<file path="config.mk">
export PLATFORM = sky130hd
export DESIGN_NAME = code_serializer
export DESIGN_NICKNAME = d
export VERILOG_FILES = /design/src/rtl/code_serializer.sv
export SDC_FILE = /design/constraint.sdc
export NUM_CORES = 1
export LEC_CHECK = 0
export BUFFER_PORTS_ARGS = -buffer_cell sky130_fd_sc_hd__buf_2
export CAP_MARGIN = 20
export CORE_UTILIZATION = 56
export DETAILED_ROUTE_END_ITERATION = 6
export PLACE_DENSITY_LB_ADDON = 0.2
export SETUP_SLACK_MARGIN = 0.4
export SLEW_MARGIN = 10
export SYNTH_ARGS = -nofsm -noshare
export SYNTH_HDL_FRONTEND = slang
export SYNTH_SLANG_ARGS = --single-unit
export TNS_END_PERCENT = 20
</file>
<file path="constraint.sdc">
create_clock -name clk -period 3.3 [get_ports clk]
set_input_delay 0 -clock clk [delete_from_list [all_inputs] [get_ports clk]]
set_output_delay 0 -clock clk [all_outputs]
set_load 0.01 [all_outputs]
</file>
<file path="src/rtl/code_serializer.sv">
// Serializes a CODE_W-bit code onto one wire, LSB first: start(0), data, even parity, stop(1).
// A one-entry holding register lets the next code be accepted while a frame is in flight.
module code_serializer #(
  parameter int CODE_W = 3,
  parameter int DIV    = 4
) (
  input  logic              clk,
  input  logic              rst_n,
  input  logic              in_valid,
  input  logic [CODE_W-1:0] in_code,
  output logic              in_ready,
  output logic              tx,
  output logic              busy,
  output logic              done
);
  localparam int TW = (DIV > 1) ? $clog2(DIV) : 1;
  localparam int BW = (CODE_W > 1) ? $clog2(CODE_W) : 1;
  localparam logic [TW-1:0] T_LAST = TW'(DIV - 1);
  localparam logic [TW-1:0] T_PRE  = TW'((DIV > 1) ? DIV - 2 : 0);
  localparam logic [BW-1:0] B_LAST = BW'(CODE_W - 1);

  typedef enum logic [2:0] {IDLE, START, DATA, PARITY, STOP} state_t;

  state_t            state;
  logic [TW-1:0]     timer;
  logic [BW-1:0]     bit_idx;
  logic [CODE_W-1:0] hold;
  logic [CODE_W-1:0] shift;
  logic [CODE_W-1:0] shift_nxt;
  logic              hold_valid;
  logic              parity;
  logic              take;
  logic              load;
  logic              wrap;

  // Handshake: a transfer happens on a rising edge where in_valid & in_ready;
  // in_ready is purely registered (empty holding register), never a function of in_valid.
  assign in_ready  = !hold_valid;
  assign take      = in_valid && !hold_valid;
  assign wrap      = (timer == T_LAST);
  assign load      = hold_valid && ((state == IDLE) || ((state == STOP) && wrap));
  assign shift_nxt = shift >> 1;

  always_ff @(posedge clk or negedge rst_n) begin
    if (!rst_n) begin
      hold_valid <= 1'b0;
      hold       <= '0;
    end else if (take) begin
      hold_valid <= 1'b1;
      hold       <= in_code;
    end else if (load) begin
      hold_valid <= 1'b0;
    end
  end

  // tx/busy/done are registered alongside the state so they change only on edges.
  always_ff @(posedge clk or negedge rst_n) begin
    if (!rst_n) begin
      state   <= IDLE;
      timer   <= '0;
      bit_idx <= '0;
      shift   <= '0;
      parity  <= 1'b0;
      tx      <= 1'b1;
      busy    <= 1'b0;
      done    <= 1'b0;
    end else begin
      done <= 1'b0;
      if (load) begin
        state   <= START;
        timer   <= '0;
        bit_idx <= '0;
        shift   <= hold;
        parity  <= ^hold;
        tx      <= 1'b0;
        busy    <= 1'b1;
      end else if (state != IDLE) begin
        if (!wrap) begin
          timer <= timer + 1'b1;
          done  <= (state == STOP) && (timer == T_PRE);
        end else begin
          timer <= '0;
          case (state)
            START: begin
              state   <= DATA;
              bit_idx <= '0;
              tx      <= shift[0];
            end
            DATA: begin
              if (bit_idx == B_LAST) begin
                state <= PARITY;
                tx    <= parity;
              end else begin
                bit_idx <= bit_idx + 1'b1;
                shift   <= shift_nxt;
                tx      <= shift_nxt[0];
              end
            end
            PARITY: begin
              state <= STOP;
              tx    <= 1'b1;
              done  <= (DIV == 1);
            end
            default: begin
              // End of STOP with nothing held (a held code is handled by load).
              state <= IDLE;
              tx    <= 1'b1;
              busy  <= 1'b0;
            end
          endcase
        end
      end
    end
  end
endmodule

</file>
==> results.toml <==
[routing]
drt-pass1-iter-count = 4
vias = 692
ant_nets = 0
drt-initial-drc-count = 12
drc_errors = 0
wl_mm = 1.69
detail_route.wl_per_cell_um = 14.1
vias_per_cell = 5.77

[power_and_ir_drop]
seq_power_share_pct = 44.0
power.share.switching_pct = 39.1
p_switching_mw = 0.376
cellInternalPower_mw = 0.584
p_clk_share_pct = 14.3
comb_power_share_pct = 41.7
powerDensity_mw_per_mm2 = 906
power_mw = 0.960
total_leakage_power_nw = 0.482
vdd_drop_max_v = 0.000530

[finish]
final_nets = 114
area_growth_pct = 13.4
final_core_util_pct = 69.5
layout-drive-gt1-share_pct = 24.0
antennaDiodeCount = 0
stdcell_count = 120

[critical_path]
r2r_slack_ps = 1510
path_class = "reg2reg"
worstPathRequired_ps = 3490
startpoint = "timer[0]"
endpoint_kind = "flop"
arrival_ps = 1980
worstPathMaxFanout = 10
reg2reg_from = "timer[0]"
start_kind = "flop"
ff2ff_path_depth = 5

[synthesis]
netlist.area_leader.share_pct = 45.5
synth_top_family_by_area = "simple AND/OR/NAND/NOR gates"
synthCells = 90
synth.area.mux_share_pct = 9.50
synth_top_area_cell = "dfrtp_1"
synthSimpleGateAreaFrac_pct = 17.9
yosysMostFrequentCell = "dfrtp_1"
synth-xor-area-share_pct = 1.87
synth-async-reset-ratio_pct = 100
netlist_area_um2 = 935
synth_edf_count = 0
synthFlopType = "dfrtp_1"
ys_seq_area_share_pct = 48.3
synth_commonest_cells = "dfrtp_1, nand2_1, inv_1"
synth_nets = 99
synthDistinctLibCells = 35
ys_ff_latch = 18
synthAdderAreaFrac_pct = 4.02
yosys-top-cells-area = "dfrtp_1, mux2_2, nand2_1"
ys_warn_count = 0
synth-compound-area-share_pct = 12.7
synth_area_per_cell_um2 = 10.4

[clock_network]
cts_buffer_depth = 2
cts_setup_buffers = 0
cts_sinks = 18
cts_max_level = 1
clk_latency_ps = 300
path_clk_slew_ps = 100
cts_buffers = 3
ctsRootBufferMaster = "clkbuf_4"
cts_tree = "yes"

[global_routing]
grt_max_degree = 19
grt_use_total_pct = 20.8
grt_overflow = 0
grt_pass1_vias = 639
antenna_found_initial = 0
grt_pass1_wl_mm = 2.75

[timing]
fin_ws_ps = 1510
worstMarginPinSlew_ps = 507
slew_headroom_pct = 65.9
min_period_ps = 1790
fin_skew_ps = 5.05
setup_tns_ps = 0
fmax_mhz = 560
rsz0062_at_grt = "false"
hold_viol = 0
finalCritPeriodShare_pct = 54.1
setup_viol = 0
drv_slew = 0

[floorplanning]
core_area_mm2 = 0.00152
initial_core_util_pct = 61.3
fp.dieH_um = 42.9
dieArea_mm2 = 0.00184
rows = 14
pin_count = 10
die_w_um = 42.9

[place]
place_hpwl_mm = 1.15
dpl.cell_count = 111
place_congestion = 0.815
portBuffers = 9
post-place-ws_ps = 1530

[outcome]
run_status = "finished, final reports clean"

[worst_hold_path]
hp-class = "in2async"

[job]
maxCapViolCount = 0
==> placed cells by master, fill, tap and decap left out, types with 2 or more instances in the layout <==
| cell | synthesis | layout |
|---|---|---|
| dfrtp_1 | 17 | 17 |
| dlygate4sd3_1 | 0 | 5 |
| a21oi_1 | 4 | 4 |
| mux2_1 | 2 | 2 |
| mux2_2 | 5 | 5 |
| nand3_1 | 2 | 2 |
| ha_1 | 3 | 3 |
| or3_1 | 2 | 2 |
| inv_1 | 7 | 7 |
| o22ai_1 | 3 | 3 |
| nand2_1 | 12 | 12 |
| clkbuf_4 | 0 | 3 |
| nor2b_1 | 2 | 2 |
| nor3_1 | 2 | 2 |
| nor2_2 | 2 | 2 |
| o21ai_0 | 5 | 5 |
| buf_2 | 2 | 9 |
==> per-layer routing <==
metal / up-vias / share of wire, % / track usage (%) / routed length, µm
met2: 13 / 53 / 36.4 / 895
li1: 340 / - / - / -
met5: - / 0 / 0 / 0
met3: 4 / 2.4 / 2.55 / 40
met4: 0 / 1.4 / 11.3 / 23
met1: 335 / 43 / 24.4 / 729
==> per-stage QoR <==
stage,hold WS [ps],cell area [µm²]
floorplan,-296,935
global placement,-54.0,973
detailed placement,-46.6,973
CTS,161,1060
global route,199,1060
finish,143,1060
==> power groups by stage <==
stage | registers [mW] | clock network (mW) | logic, mW
finish | 0.422 | 0.137 | 0.401
detailed placement | 0.425 | 0 | 0.390
floorplan | 0.372 | 0 | 0.354
global placement | 0.423 | 0 | 0.379
global route | 0.435 | 0.143 | 0.446
CTS | 0.421 | 0.140 | 0.402
==> final cells by class <==
| type | instances | area (µm²) |
|---|---|---|
| clock buffer | 4 | 36.3 |
| timing repair buffer | 14 | 95.1 |
| sequential | 18 | 452 |
| fill | 111 | 464 |
| multi-input combinational | 61 | 430 |
| tap | 16 | 20.0 |
| inverter | 7 | 26.3 |
==> cells by family (layout without fill, tap and decap cells) <==
group           count (synthesis)  count (layout)
compound gates                 19              19
xor+xnor                        2               2
fa+ha+maj                       3               3
buf+inv                        11              25
flops                          18              18
mux                             8               8
simple gates                   29              29
==> critical path: stages (launching register included) <==
cell	delay, ps
dfrtp_1	400
ha_1	330
nand2b_4	210
nand3_4	110
mux2_1	350
mux2_2	270
==> repair_timing <==
| action | CTS | global route |
|---|---|---|
| hold endpoints to repair | 22 | 0 |
| hold buffers | 5 | 0 |
| resized for setup | 0 | 0 |
==> path summary, 6_finish.rpt <==
| check | to |
|---|---|
| min in group clk | hold[2] |
| min | hold_valid |
| max | shift[1] |
| max in group asynchronous | tx |
| min reg2reg | busy |
| max reg2reg | shift[1] |
==> state kept, by name, summed over array words and instances (netlist names) <==
signal	count
bit_idx	2
shift	3
timer	2
state	3
parity	1
busy	1
done	1
tx	1
hold	3
hold_valid	1
No activity file was read; power rests on OpenSTA's default activity.
